==> config.mk <==
export PLATFORM = sky130hd
export DESIGN_NAME = alu_arbiter_flat
export DESIGN_NICKNAME = d
export VERILOG_FILES = /design/src/rtl/alu_pkg.sv /design/src/rtl/alu_arbiter_if.sv /design/src/rtl/rr_arbiter.sv /design/src/rtl/alu_arbiter.sv /design/src/flat_wrapper.sv
export SDC_FILE = /design/constraint.sdc
export NUM_CORES = 1
export LEC_CHECK = 0
export ABC_AREA = 0
export CORE_AREA = 3 3 108 110
export CTS_BUF_LIST = sky130_fd_sc_hd__clkbuf_4 sky130_fd_sc_hd__clkbuf_8
export CTS_CLUSTER_DIAMETER = 120
export CTS_CLUSTER_SIZE = 8
export DETAILED_ROUTE_END_ITERATION = 10
export DIE_AREA = 0 0 111 113
export PLACE_DENSITY = 0.76
export SYNTH_ARGS = -nofsm -noshare
export SYNTH_HDL_FRONTEND = slang
export SYNTH_SLANG_ARGS = --single-unit
==> constraint.sdc <==
create_clock -name clk -period 4.15 [get_ports clk]
set_clock_uncertainty 0.1 [all_clocks]
set_input_delay 0.6225 -clock clk [delete_from_list [all_inputs] [get_ports clk]]
set_output_delay 0.6225 -clock clk [all_outputs]
set_load 0.1 [all_outputs]
==> src/rtl/alu_pkg.sv <==
// Shared ALU definitions: datapath widths, opcode encodings and a reference evaluator.
// The arbiter passes opcodes through undecoded; only the ALU (outside) interprets them.
package alu_pkg;

   localparam int XLEN     = 32;
   localparam int ALU_OP_W = 4;

   typedef enum logic [ALU_OP_W-1:0] {
      ALU_IDLE = 4'b0000,
      ALU_ADD  = 4'b0001,
      ALU_SUB  = 4'b0010,
      ALU_SLL  = 4'b0011,
      ALU_SLT  = 4'b0100,
      ALU_XOR  = 4'b0101,
      ALU_AND  = 4'b0110,
      ALU_OR   = 4'b0111,
      ALU_SRL  = 4'b1000,
      ALU_SRA  = 4'b1001
   } alu_op_e;

   localparam logic [ALU_OP_W-1:0] ALU_OP_IDLE = ALU_IDLE;

   function automatic logic [XLEN-1:0] alu_eval(input logic [XLEN-1:0]     a,
                                                input logic [XLEN-1:0]     b,
                                                input logic [ALU_OP_W-1:0] op);
      logic [XLEN-1:0] r;
      r = '0;
      case (op)
         ALU_ADD: r = a + b;
         ALU_SUB: r = a - b;
         ALU_SLL: r = a << b[4:0];
         ALU_SLT: r = {{(XLEN-1){1'b0}}, $signed(a) < $signed(b)};
         ALU_XOR: r = a ^ b;
         ALU_AND: r = a & b;
         ALU_OR:  r = a | b;
         ALU_SRL: r = a >> b[4:0];
         ALU_SRA: r = XLEN'($signed(a) >>> b[4:0]);
         default: r = '0;
      endcase
      return r;
   endfunction

endpackage

==> src/rtl/alu_arbiter_if.sv <==
// Request, shared-ALU and response signals of the ALU arbiter.
// slave = arbiter side; master = requesters, ALU and result consumer.
interface alu_arbiter_if #(
   parameter int N_REQ = 2
);
   import alu_pkg::*;

   localparam int ID_W = $clog2(N_REQ) + 1;

   logic [N_REQ-1:0]          req_valid;
   logic [N_REQ-1:0]          req_ready;
   logic [N_REQ*XLEN-1:0]     req_rs1;
   logic [N_REQ*XLEN-1:0]     req_rs2;
   logic [N_REQ*ALU_OP_W-1:0] req_op;

   logic [XLEN-1:0]           alu_rs1;
   logic [XLEN-1:0]           alu_rs2;
   logic [ALU_OP_W-1:0]       alu_op;
   logic [XLEN-1:0]           alu_rd;

   logic                      resp_valid;
   logic                      resp_ready;
   logic [ID_W-1:0]           resp_id;
   logic [XLEN-1:0]           resp_data;

   modport slave (
      input  req_valid, req_rs1, req_rs2, req_op, alu_rd, resp_ready,
      output req_ready, alu_rs1, alu_rs2, alu_op, resp_valid, resp_id, resp_data
   );

   modport master (
      output req_valid, req_rs1, req_rs2, req_op, alu_rd, resp_ready,
      input  req_ready, alu_rs1, alu_rs2, alu_op, resp_valid, resp_id, resp_data
   );

endinterface

==> src/rtl/rr_arbiter.sv <==
// Combinational round-robin picker: the first set req at or after ptr wins, wrapping at N_REQ.
module rr_arbiter #(
   parameter int N_REQ = 2
) (
   input  logic [N_REQ-1:0]       req,
   input  logic [$clog2(N_REQ):0] ptr,
   output logic [N_REQ-1:0]       gnt,
   output logic [$clog2(N_REQ):0] gnt_idx,
   output logic                   any_gnt
);

   localparam int ID_W = $clog2(N_REQ) + 1;

   // NOTE: every output gets a default before any conditional assignment, so no latch is inferred.
   always_comb begin
      gnt     = '0;
      gnt_idx = '0;
      any_gnt = 1'b0;
      // Upper pass covers ptr..N_REQ-1; the lower pass supplies the wrap to 0..ptr-1.
      for (int i = 0; i < N_REQ; i++) begin
         if (!any_gnt && req[i] && (i >= int'(ptr))) begin
            any_gnt = 1'b1;
            gnt[i]  = 1'b1;
            gnt_idx = ID_W'(i);
         end
      end
      for (int i = 0; i < N_REQ; i++) begin
         if (!any_gnt && req[i]) begin
            any_gnt = 1'b1;
            gnt[i]  = 1'b1;
            gnt_idx = ID_W'(i);
         end
      end
   end

endmodule

==> src/rtl/alu_arbiter.sv <==
// Round-robin sharing of one combinational ALU between N_REQ requesters with a tagged,
// registered response stage. Define ALU_ARB_PERF_EN to add saturating grant/stall counters.
module alu_arbiter
   import alu_pkg::*;
#(
   parameter int N_REQ = 2,
   parameter int CNT_W = 16
) (
   input logic          clk,
   input logic          rst_n,
   alu_arbiter_if.slave bus
`ifdef ALU_ARB_PERF_EN
   ,
   output logic [N_REQ*CNT_W-1:0] perf_grant_cnt,
   output logic [CNT_W-1:0]       perf_stall_cnt
`endif
);

   localparam int ID_W = $clog2(N_REQ) + 1;

   if (N_REQ < 1 || N_REQ > 8 || CNT_W < 1) begin : g_bad_param
      $error("alu_arbiter: N_REQ must be 1..8 and CNT_W at least 1");
   end

   logic [ID_W-1:0]     rr_ptr;
   logic [ID_W-1:0]     rr_ptr_nxt;
   logic [N_REQ-1:0]    gnt;
   logic [ID_W-1:0]     gnt_idx;
   logic                any_gnt;
   logic                accept;
   logic                grant;

   logic                resp_valid_q;
   logic [ID_W-1:0]     resp_id_q;
   logic [XLEN-1:0]     resp_data_q;

   logic [XLEN-1:0]     mux_rs1;
   logic [XLEN-1:0]     mux_rs2;
   logic [ALU_OP_W-1:0] mux_op;

   rr_arbiter #(.N_REQ(N_REQ)) u_rr (
      .req     (bus.req_valid),
      .ptr     (rr_ptr),
      .gnt     (gnt),
      .gnt_idx (gnt_idx),
      .any_gnt (any_gnt)
   );

   // No grant while reset is asserted: the result would be discarded anyway.
   assign accept        = rst_n && (!resp_valid_q || bus.resp_ready);
   assign grant         = accept && any_gnt;
   assign bus.req_ready = accept ? gnt : '0;

   assign rr_ptr_nxt = (gnt_idx == ID_W'(N_REQ - 1)) ? '0 : gnt_idx + ID_W'(1);

   always_comb begin
      mux_rs1 = '0;
      mux_rs2 = '0;
      mux_op  = ALU_OP_IDLE;
      if (grant) begin
         for (int i = 0; i < N_REQ; i++) begin
            if (gnt[i]) begin
               mux_rs1 = bus.req_rs1[i*XLEN +: XLEN];
               mux_rs2 = bus.req_rs2[i*XLEN +: XLEN];
               mux_op  = bus.req_op[i*ALU_OP_W +: ALU_OP_W];
            end
         end
      end
   end

   assign bus.alu_rs1 = mux_rs1;
   assign bus.alu_rs2 = mux_rs2;
   assign bus.alu_op  = mux_op;

   // NOTE: state uses non-blocking assignments so every register samples pre-edge values.
   always_ff @(posedge clk) begin
      if (!rst_n) begin
         // NOTE: resp_data/resp_id are reset too, not just the valid flag, so the idle bus reads zero.
         resp_valid_q <= 1'b0;
         resp_id_q    <= '0;
         resp_data_q  <= '0;
         rr_ptr       <= '0;
      end else if (grant) begin
         resp_valid_q <= 1'b1;
         resp_id_q    <= gnt_idx;
         resp_data_q  <= bus.alu_rd;
         rr_ptr       <= rr_ptr_nxt;
      end else if (bus.resp_ready) begin
         resp_valid_q <= 1'b0;
      end
   end

   assign bus.resp_valid = resp_valid_q;
   assign bus.resp_id    = resp_id_q;
   assign bus.resp_data  = resp_data_q;

`ifdef ALU_ARB_PERF_EN
   logic [CNT_W-1:0] grant_cnt [N_REQ];
   logic [CNT_W-1:0] stall_cnt;

   always_ff @(posedge clk) begin
      if (!rst_n) begin
         for (int i = 0; i < N_REQ; i++) grant_cnt[i] <= '0;
         stall_cnt <= '0;
      end else begin
         for (int i = 0; i < N_REQ; i++) begin
            if (grant && gnt[i] && (grant_cnt[i] != '1)) grant_cnt[i] <= grant_cnt[i] + CNT_W'(1);
         end
         if ((|bus.req_valid) && !accept && (stall_cnt != '1)) stall_cnt <= stall_cnt + CNT_W'(1);
      end
   end

   for (genvar g = 0; g < N_REQ; g++) begin : g_perf_pack
      assign perf_grant_cnt[g*CNT_W +: CNT_W] = grant_cnt[g];
   end
   assign perf_stall_cnt = stall_cnt;
`endif

endmodule

==> src/flat_wrapper.sv <==
// flat-port wrapper written by rule: the top's interface ports become plain ports
module alu_arbiter_flat import alu_pkg::*;
#(
   parameter int N_REQ = 2,
   parameter int CNT_W = 16
)
  (clk, rst_n, bus_req_valid, bus_req_rs1, bus_req_rs2, bus_req_op, bus_alu_rd, bus_resp_ready, bus_req_ready, bus_alu_rs1, bus_alu_rs2, bus_alu_op, bus_resp_valid, bus_resp_id, bus_resp_data);
  alu_arbiter_if #(.N_REQ(N_REQ)) bus_i ();
  input logic clk;
  input logic rst_n;
  input wire logic [$bits(bus_i.req_valid)-1:0] bus_req_valid;
  input wire logic [$bits(bus_i.req_rs1)-1:0] bus_req_rs1;
  input wire logic [$bits(bus_i.req_rs2)-1:0] bus_req_rs2;
  input wire logic [$bits(bus_i.req_op)-1:0] bus_req_op;
  input wire logic [$bits(bus_i.alu_rd)-1:0] bus_alu_rd;
  input wire logic [$bits(bus_i.resp_ready)-1:0] bus_resp_ready;
  output wire logic [$bits(bus_i.req_ready)-1:0] bus_req_ready;
  output wire logic [$bits(bus_i.alu_rs1)-1:0] bus_alu_rs1;
  output wire logic [$bits(bus_i.alu_rs2)-1:0] bus_alu_rs2;
  output wire logic [$bits(bus_i.alu_op)-1:0] bus_alu_op;
  output wire logic [$bits(bus_i.resp_valid)-1:0] bus_resp_valid;
  output wire logic [$bits(bus_i.resp_id)-1:0] bus_resp_id;
  output wire logic [$bits(bus_i.resp_data)-1:0] bus_resp_data;
  assign bus_i.req_valid = bus_req_valid;
  assign bus_i.req_rs1 = bus_req_rs1;
  assign bus_i.req_rs2 = bus_req_rs2;
  assign bus_i.req_op = bus_req_op;
  assign bus_i.alu_rd = bus_alu_rd;
  assign bus_i.resp_ready = bus_resp_ready;
  assign bus_req_ready = bus_i.req_ready;
  assign bus_alu_rs1 = bus_i.alu_rs1;
  assign bus_alu_rs2 = bus_i.alu_rs2;
  assign bus_alu_op = bus_i.alu_op;
  assign bus_resp_valid = bus_i.resp_valid;
  assign bus_resp_id = bus_i.resp_id;
  assign bus_resp_data = bus_i.resp_data;
  alu_arbiter #(.N_REQ(N_REQ), .CNT_W(CNT_W)) u_core (.clk(clk), .rst_n(rst_n), .bus(bus_i));
endmodule
==> results.sh, run 1 <==
export IMPL_run_status="finished, final reports clean"
export IMPL_ff_latch_area_sq_um=700.7
export IMPL_clock_path_buffers=2
export IMPL_tns_ps=0
export IMPL_avgSynthCellArea_sq_um=7.576
export IMPL_synth_top_area_share_pct=28.20
export IMPL_boundaryPins=278
export IMPL_initial_utilization_pct=23.02
export IMPL_synth_area_top_cells="dfxtp_1, a32oi_1, mux2i_1, nor2_1, nand2_1"
export IMPL_reg2reg_slack_ps=2470
export IMPL_synth_top_cell_by_area="dfxtp_1"
export IMPL_core_sq_um=10790
export IMPL_dr_total_vias=3531
export IMPL_netlist_area_sq_um=2485
export IMPL_cap_violations=0
export IMPL_synth_main_ff_cell="dfxtp_1"
export IMPL_dr_pass1_iters=4
export IMPL_grt_pass1_vias=3436
export IMPL_drt_total_wl_mm=12.35
export IMPL_ir_drop_mv=0.2422
export IMPL_postCtsSetupRepairBufs=0
export IMPL_drive_above_1_share_pct=15.65
export IMPL_die_area_sq_um=12540
export IMPL_track_usage_pct=17.97
export IMPL_report_final_slew_viol_count=0
export IMPL_netlist_instances=328
export IMPL_worst_pin_slew_ps=1005
export IMPL_cts_made_buffers=5
export IMPL_holdPathStages=2
export IMPL_drt_iter0_drc=235
export IMPL_drtAntennaViolNets=0
export IMPL_critical_path_required_ps=3430
export IMPL_clkSinkCount=35
export IMPL_rsz0062_at_grt="false"
export IMPL_synth_edf_count=0
export IMPL_multi_input_area_sq_um=1545
export IMPL_r2r_end="u_core.bus.resp_data[27]"
export IMPL_fin_crit_sh_pct=80.90
export IMPL_power_density_nw_per_um2=278.1
export IMPL_r2r_start="u_core.bus.resp_valid"
export IMPL_grtUsageMet3_pct=3.797
export IMPL_area_growth_pct=136.0
export IMPL_hpwlAfterDp_mm=9.624
export IMPL_dieWidth_microns=111
export IMPL_setup_violations=0
export IMPL_clk_pin_slew_worst_paths_ps=70
export IMPL_crit_path_end_kind="output pin"
export IMPL_post_cts_resized=0
export IMPL_critPathMaxFanout=68
export IMPL_worst_endpoint_arrival_ps=2630
export IMPL_die_h_microns=113
export IMPL_hold_class="reg2reg"
export IMPL_dpl_cell_area_sq_um=5774
export IMPL_critPathKind="in2out"
export IMPL_synth_distinct_cells=22
export IMPL_synth_seq_cells=35
export IMPL_clockRootBuffer="clkbuf_8"
export IMPL_fmax_mhz=297.9
export IMPL_hold_path_endpoint="u_core.bus.resp_data[25]"
export IMPL_grt_max_degree=70
export IMPL_max_slew_margin_rel_pct=32.79
export IMPL_grt_pass1_wl_mm=18.56
export IMPL_fin_hold_ws_ps=358.7
export IMPL_grt_ovfl_total=0
export IMPL_rows=38
export IMPL_hold_violations=0
export IMPL_syn_nets=501
export IMPL_worstSkewPairLatency_ps=280
export IMPL_async_flop_share_pct=0
export IMPL_yosysSeqAreaShare_pct=28.20
export IMPL_met1_usage_pct=20.18
export IMPL_via_per_inst=4.938
export IMPL_p_leak_uw=0.002285
export IMPL_startpoint_type="primary input"
export IMPL_yosysWarnings=0
export IMPL_use_met2_pct=34.06
export IMPL_ys_top_cells_by_count="nor2_1, a32oi_1, nand2_1"
export IMPL_htreeDepth=2
export IMPL_n_fill_cell=958
export IMPL_hp_start="u_core.bus.resp_data[25]"
export IMPL_r2r_cells=4
export IMPL_diodes=0
export IMPL_yosysMostFrequentCell="nor2_1"
export IMPL_final_area_sq_um=5863
export IMPL_antenna_found_initial=0
export IMPL_place_inst=707
export IMPL_layout_nets=747
export IMPL_period_needed_ps=3357
export IMPL_hold_buffers=0
export IMPL_final_cells=715
export IMPL_cts_tree="built"
export IMPL_gp_congestion=0.8652
export IMPL_wl_per_cell_microns=17.28
export IMPL_route_detailed_drc=0
export IMPL_grt_busiest_layer="met2"
export IMPL_port_buffer_count=276
[layout by cell type (no fill, tap or decap)]
master           netlist  routed
buf_4                  9      16
buf_12                 0      59
and3_1                 1       1
o21ai_0                1       1
conb_1                 1       1
nor2_1                70      70
nor2_4                 1       1
nand2_1               68      68
nand3b_4               1       1
nand2b_1               2       1
a21boi_0               1       1
clkbuf_8               0       5
nor2_2                 1       1
buf_2                 16       2
a21oi_1                1       1
clkdlybuf4s50_1        0     204
a32oi_1               68      68
dfxtp_1               35      35
a21boi_4               1       1
clkinv_2               0       1
clkinvlp_4             0       2
nand2b_2               0       1
mux2i_1               32      32
o22ai_1                1       1
nor2b_1                1       1
[logic make-up (layout without fill, tap and decap cells)]
family | after synthesis | count (layout) | share of synthesized area (%)
compound gates | 73 | 73 | 25.68
buf+inv | 42 | 289 | 9.718
flops | 35 | 35 | 28.20
mux | 32 | 32 | 12.89
other cells | 1 | 1 | 0.1509
simple gates | 145 | 145 | 23.36
[critical path, cell delays in order]
cell             delay (ps)
clkdlybuf4s50_1         480
nand2b_1                240
nand3b_4                600
nor2_1                  440
buf_12                  220
[flip-flops by register name, summed over array words and instances (netlist names)]
register	flops
u_core.bus.resp_data	32
u_core.bus.resp_id	1
u_core.bus.resp_valid	1
u_core.rr_ptr	1
[area by class of cell]
class / instances / share of cell area, %
well taps: 140 / 2.988
repair buffers: 281 / 57.19
clock buffers: 5 / 1.174
multi-input cells: 251 / 26.36
clock inverters: 3 / 0.3414
flip-flops and latches: 35 / 11.95
[routing by layer]
layer	share of wire (%)	routed length, microns
met3	6.9	849
met4	2.4	297
met2	52	6479
met5	0	0
met1	38	4725
[where the power goes]
group | internal, uW | switching, uW
logic | 365 | 647
clock network | 117 | 125
registers | 362 | 14.3
total | 844 | 787
[how the worst max path moves through the flow]
stage | from | end | slack, ps | depth (start not counted)
floorplan | u_core.bus.resp_valid | bus_alu_op[0] | 780 | 5
global placement | bus_resp_ready | bus_alu_rs2[31] | 800 | 5
detailed placement | bus_req_valid[0] | bus_alu_rs2[31] | 800 | 5
CTS | bus_req_valid[0] | bus_alu_rs2[29] | 790 | 5
global route | bus_resp_ready | bus_alu_rs2[29] | 660 | 5
finish | bus_resp_ready | bus_alu_rs2[29] | 790 | 5
[through the flow]
step | total power (uW) | utilization [%] | setup WS (ps)
after floorplan | 1011 | - | 777.3
after global placement | 1386 | 53.50 | 797.1
after detailed placement | 1398 | 53.50 | 797.5
after CTS | 1647 | 54.32 | 788.0
after global routing | 1698 | 54.32 | 664.3
final | 1631 | 54.32 | 792.7
No activity file was read; power rests on OpenSTA's default activity.
==> run 2: changes to the inputs <==
--- a/config.mk
+++ b/config.mk
@@ -6,13 +6,13 @@
 export NUM_CORES = 1
 export LEC_CHECK = 0
 export ABC_AREA = 0
-export CORE_AREA = 3 3 108 110
+export CORE_AREA = 3 3 106 108
 export CTS_BUF_LIST = sky130_fd_sc_hd__clkbuf_4 sky130_fd_sc_hd__clkbuf_8
 export CTS_CLUSTER_DIAMETER = 120
 export CTS_CLUSTER_SIZE = 8
 export DETAILED_ROUTE_END_ITERATION = 10
-export DIE_AREA = 0 0 111 113
-export PLACE_DENSITY = 0.76
+export DIE_AREA = 0 0 109 111
+export PLACE_DENSITY = 0.78
 export SYNTH_ARGS = -nofsm -noshare
 export SYNTH_HDL_FRONTEND = slang
 export SYNTH_SLANG_ARGS = --single-unit
==> constraint.sdc (replaced) <==
create_clock -name clk -period 3.2 [get_ports clk]
set_clock_uncertainty 0.1 [all_clocks]
set_input_delay 0.48 -clock clk [delete_from_list [all_inputs] [get_ports clk]]
set_output_delay 0.48 -clock clk [all_outputs]
set_load 0.1 [all_outputs]
==> results.sh, run 2 (same netlist as run 1, synthesis figures left out) <==
export IMPL_hold_class="reg2reg"
export IMPL_gp_congestion=0.8316
export IMPL_grt_max_degree=69
export IMPL_die_area_sq_um=12100
export IMPL_cap_violations=0
export IMPL_multi_input_area_sq_um=1545
export IMPL_crit_buf_inv=3
export IMPL_die_h_microns=111
export IMPL_wl_per_cell_microns=18.19
export IMPL_dieWidth_microns=109
export IMPL_met1_length_mm=4.491
export IMPL_layout_common_cells="clkdlybuf4s50_1, buf_12, nor2_1, a32oi_1, nand2_1"
export IMPL_critical_path_required_ps=2620
export IMPL_crit_chain="clkdlybuf4s50_1 -> a21boi_4 -> buf_4 -> a32oi_1 -> nor2_1 -> buf_12"
export IMPL_clk_pin_slew_worst_paths_ps=70
export IMPL_drtAntennaViolNets=0
export IMPL_hold_buffers=0
export IMPL_layout_nets=751
export IMPL_dr_pass1_iters=4
export IMPL_largest_reg_flops=32
export IMPL_n_fill_cell=857
export IMPL_dr_total_vias=3622
export IMPL_hold_violations=0
export IMPL_hpwlAfterDp_mm=10.47
export IMPL_boundaryPins=278
export IMPL_post_cts_resized=0
export IMPL_clock_path_buffers=2
export IMPL_fmax_mhz=352.2
export IMPL_cts_tree="built"
export IMPL_crit_slowest_cell="clkdlybuf4s50_1"
export IMPL_tns_ps=0
export IMPL_rows=37
export IMPL_grt_pass1_vias=3739
export IMPL_track_usage_pct=20.17
export IMPL_rsz0062_at_grt="false"
export IMPL_setup_violations=0
export IMPL_period_needed_ps=2839
export IMPL_p_leak_uw=0.002409
export IMPL_cpPeakStageDelay_ps=560
export IMPL_cts_made_buffers=5
export IMPL_ff_latch_area_sq_um=700.7
export IMPL_ir_drop_mv=0.3894
export IMPL_report_final_slew_viol_count=0
export IMPL_htreeDepth=2
export IMPL_route_detailed_drc=0
export IMPL_critPathMaxFanout=40
export IMPL_initial_utilization_pct=24.07
export IMPL_final_common_cell="clkdlybuf4s50_1"
export IMPL_drt_total_wl_mm=13.03
export IMPL_postCtsSetupRepairBufs=0
export IMPL_worst_pin_slew_ps=731.0
export IMPL_grt_pass1_wl_mm=19.67
export IMPL_clockRootBuffer="clkbuf_8"
export IMPL_final_area_sq_um=5968
export IMPL_p_total_uw=2145
export IMPL_clkSinkCount=35
export IMPL_area_growth_pct=140.2
export IMPL_grt_ovfl_total=0
export IMPL_power_density_nw_per_um2=359.4
export IMPL_critPathKind="in2out"
export IMPL_routed_wl_met3_mm=1.384
export IMPL_antenna_found_initial=2
export IMPL_worst_endpoint_arrival_ps=2260
export IMPL_port_buffer_count=276
export IMPL_critPathTopFamily="buffers and inverters"
export IMPL_dpl_cell_area_sq_um=5877
export IMPL_drive_above_1_share_pct=22.11
export IMPL_max_slew_margin_rel_pct=51.26
export IMPL_worstSkewPairLatency_ps=270
export IMPL_run_status="finished, final reports clean"
export IMPL_via_per_inst=5.059
export IMPL_crit_path_end_kind="output pin"
export IMPL_fin_crit_sh_pct=88.73
export IMPL_drt_iter0_drc=276
export IMPL_highest_layer="met5"
export IMPL_startpoint_type="primary input"
export IMPL_core_sq_um=10320
export IMPL_wl_met2_mm=6.531
run 2: cell count changes in the layout (fill, tap and decap cells not counted), sizes merged:
cell	change
diode	+1
buf	+38
clkbuf	+2
clkdlybuf4s50	-34
clkinvlp	-2
run 2: final timing paths:
path | start | to | slack [ps] | cells past startpoint
worst max-delay path | bus_req_valid[0] | bus_alu_rs2[26] | 360 | 6
worst min-delay path | u_core.bus.resp_data[15] | u_core.bus.resp_data[15] | 360 | 2
worst max register to register | u_core.bus.resp_valid | u_core.bus.resp_data[21] | 1740 | 4
worst min register to register | u_core.bus.resp_data[15] | u_core.bus.resp_data[15] | 360 | 2
run 2: where the power goes:
part / total [uW] / leakage, uW / internal [uW] / switching [uW]
combinational: 1340 / 0.00207 / 490 / 846
sequential: 489 / 0.000290 / 470 / 19.4
clock: 320 / 0.0000491 / 170 / 150
run 2: metrics by stage:
| step | hold slack (ps) | util, % | setup slack (ps) | cells |
|---|---|---|---|---|
| 4_1_cts | 361.7 | 57.79 | 362.8 | 715 |
| 5_1_grt | 377.3 | 57.81 | 267.1 | 716 |
| 3_3_place_gp | 343.5 | 56.93 | 464.8 | 707 |
| 3_5_place_dp | 349.0 | 56.93 | 368.2 | 707 |
| 2_1_floorplan | 433.3 | - | -30.21 | 328 |
| 6_report | 359.8 | 57.81 | 360.6 | 716 |
run 2: metal layers:
metal  track usage, %  vias up
met5                0        -
met4            9.596        2
met3            6.290       45
met2            36.00      212
met1            20.97     1674
li1                 -     1689
run 2: area by class of cell:
type                            instances  share of cell area (%)
Antenna cell                            1                 0.04193
Multi-Input combinational cell        251                   25.89
Tap cell                              136                   2.851
Clock buffer                            7                   1.405
Timing Repair Buffer                  285                   57.99
Clock inverter                          1                 0.08386
Sequential cell                        35                   11.74
run 2: tightest hold or removal path: cells and delay by family (launching register included):
family / cells / cell delay (ps)
DFF: 1 / 310
muxes: 1 / 50
and+or+nand+nor: 1 / 50
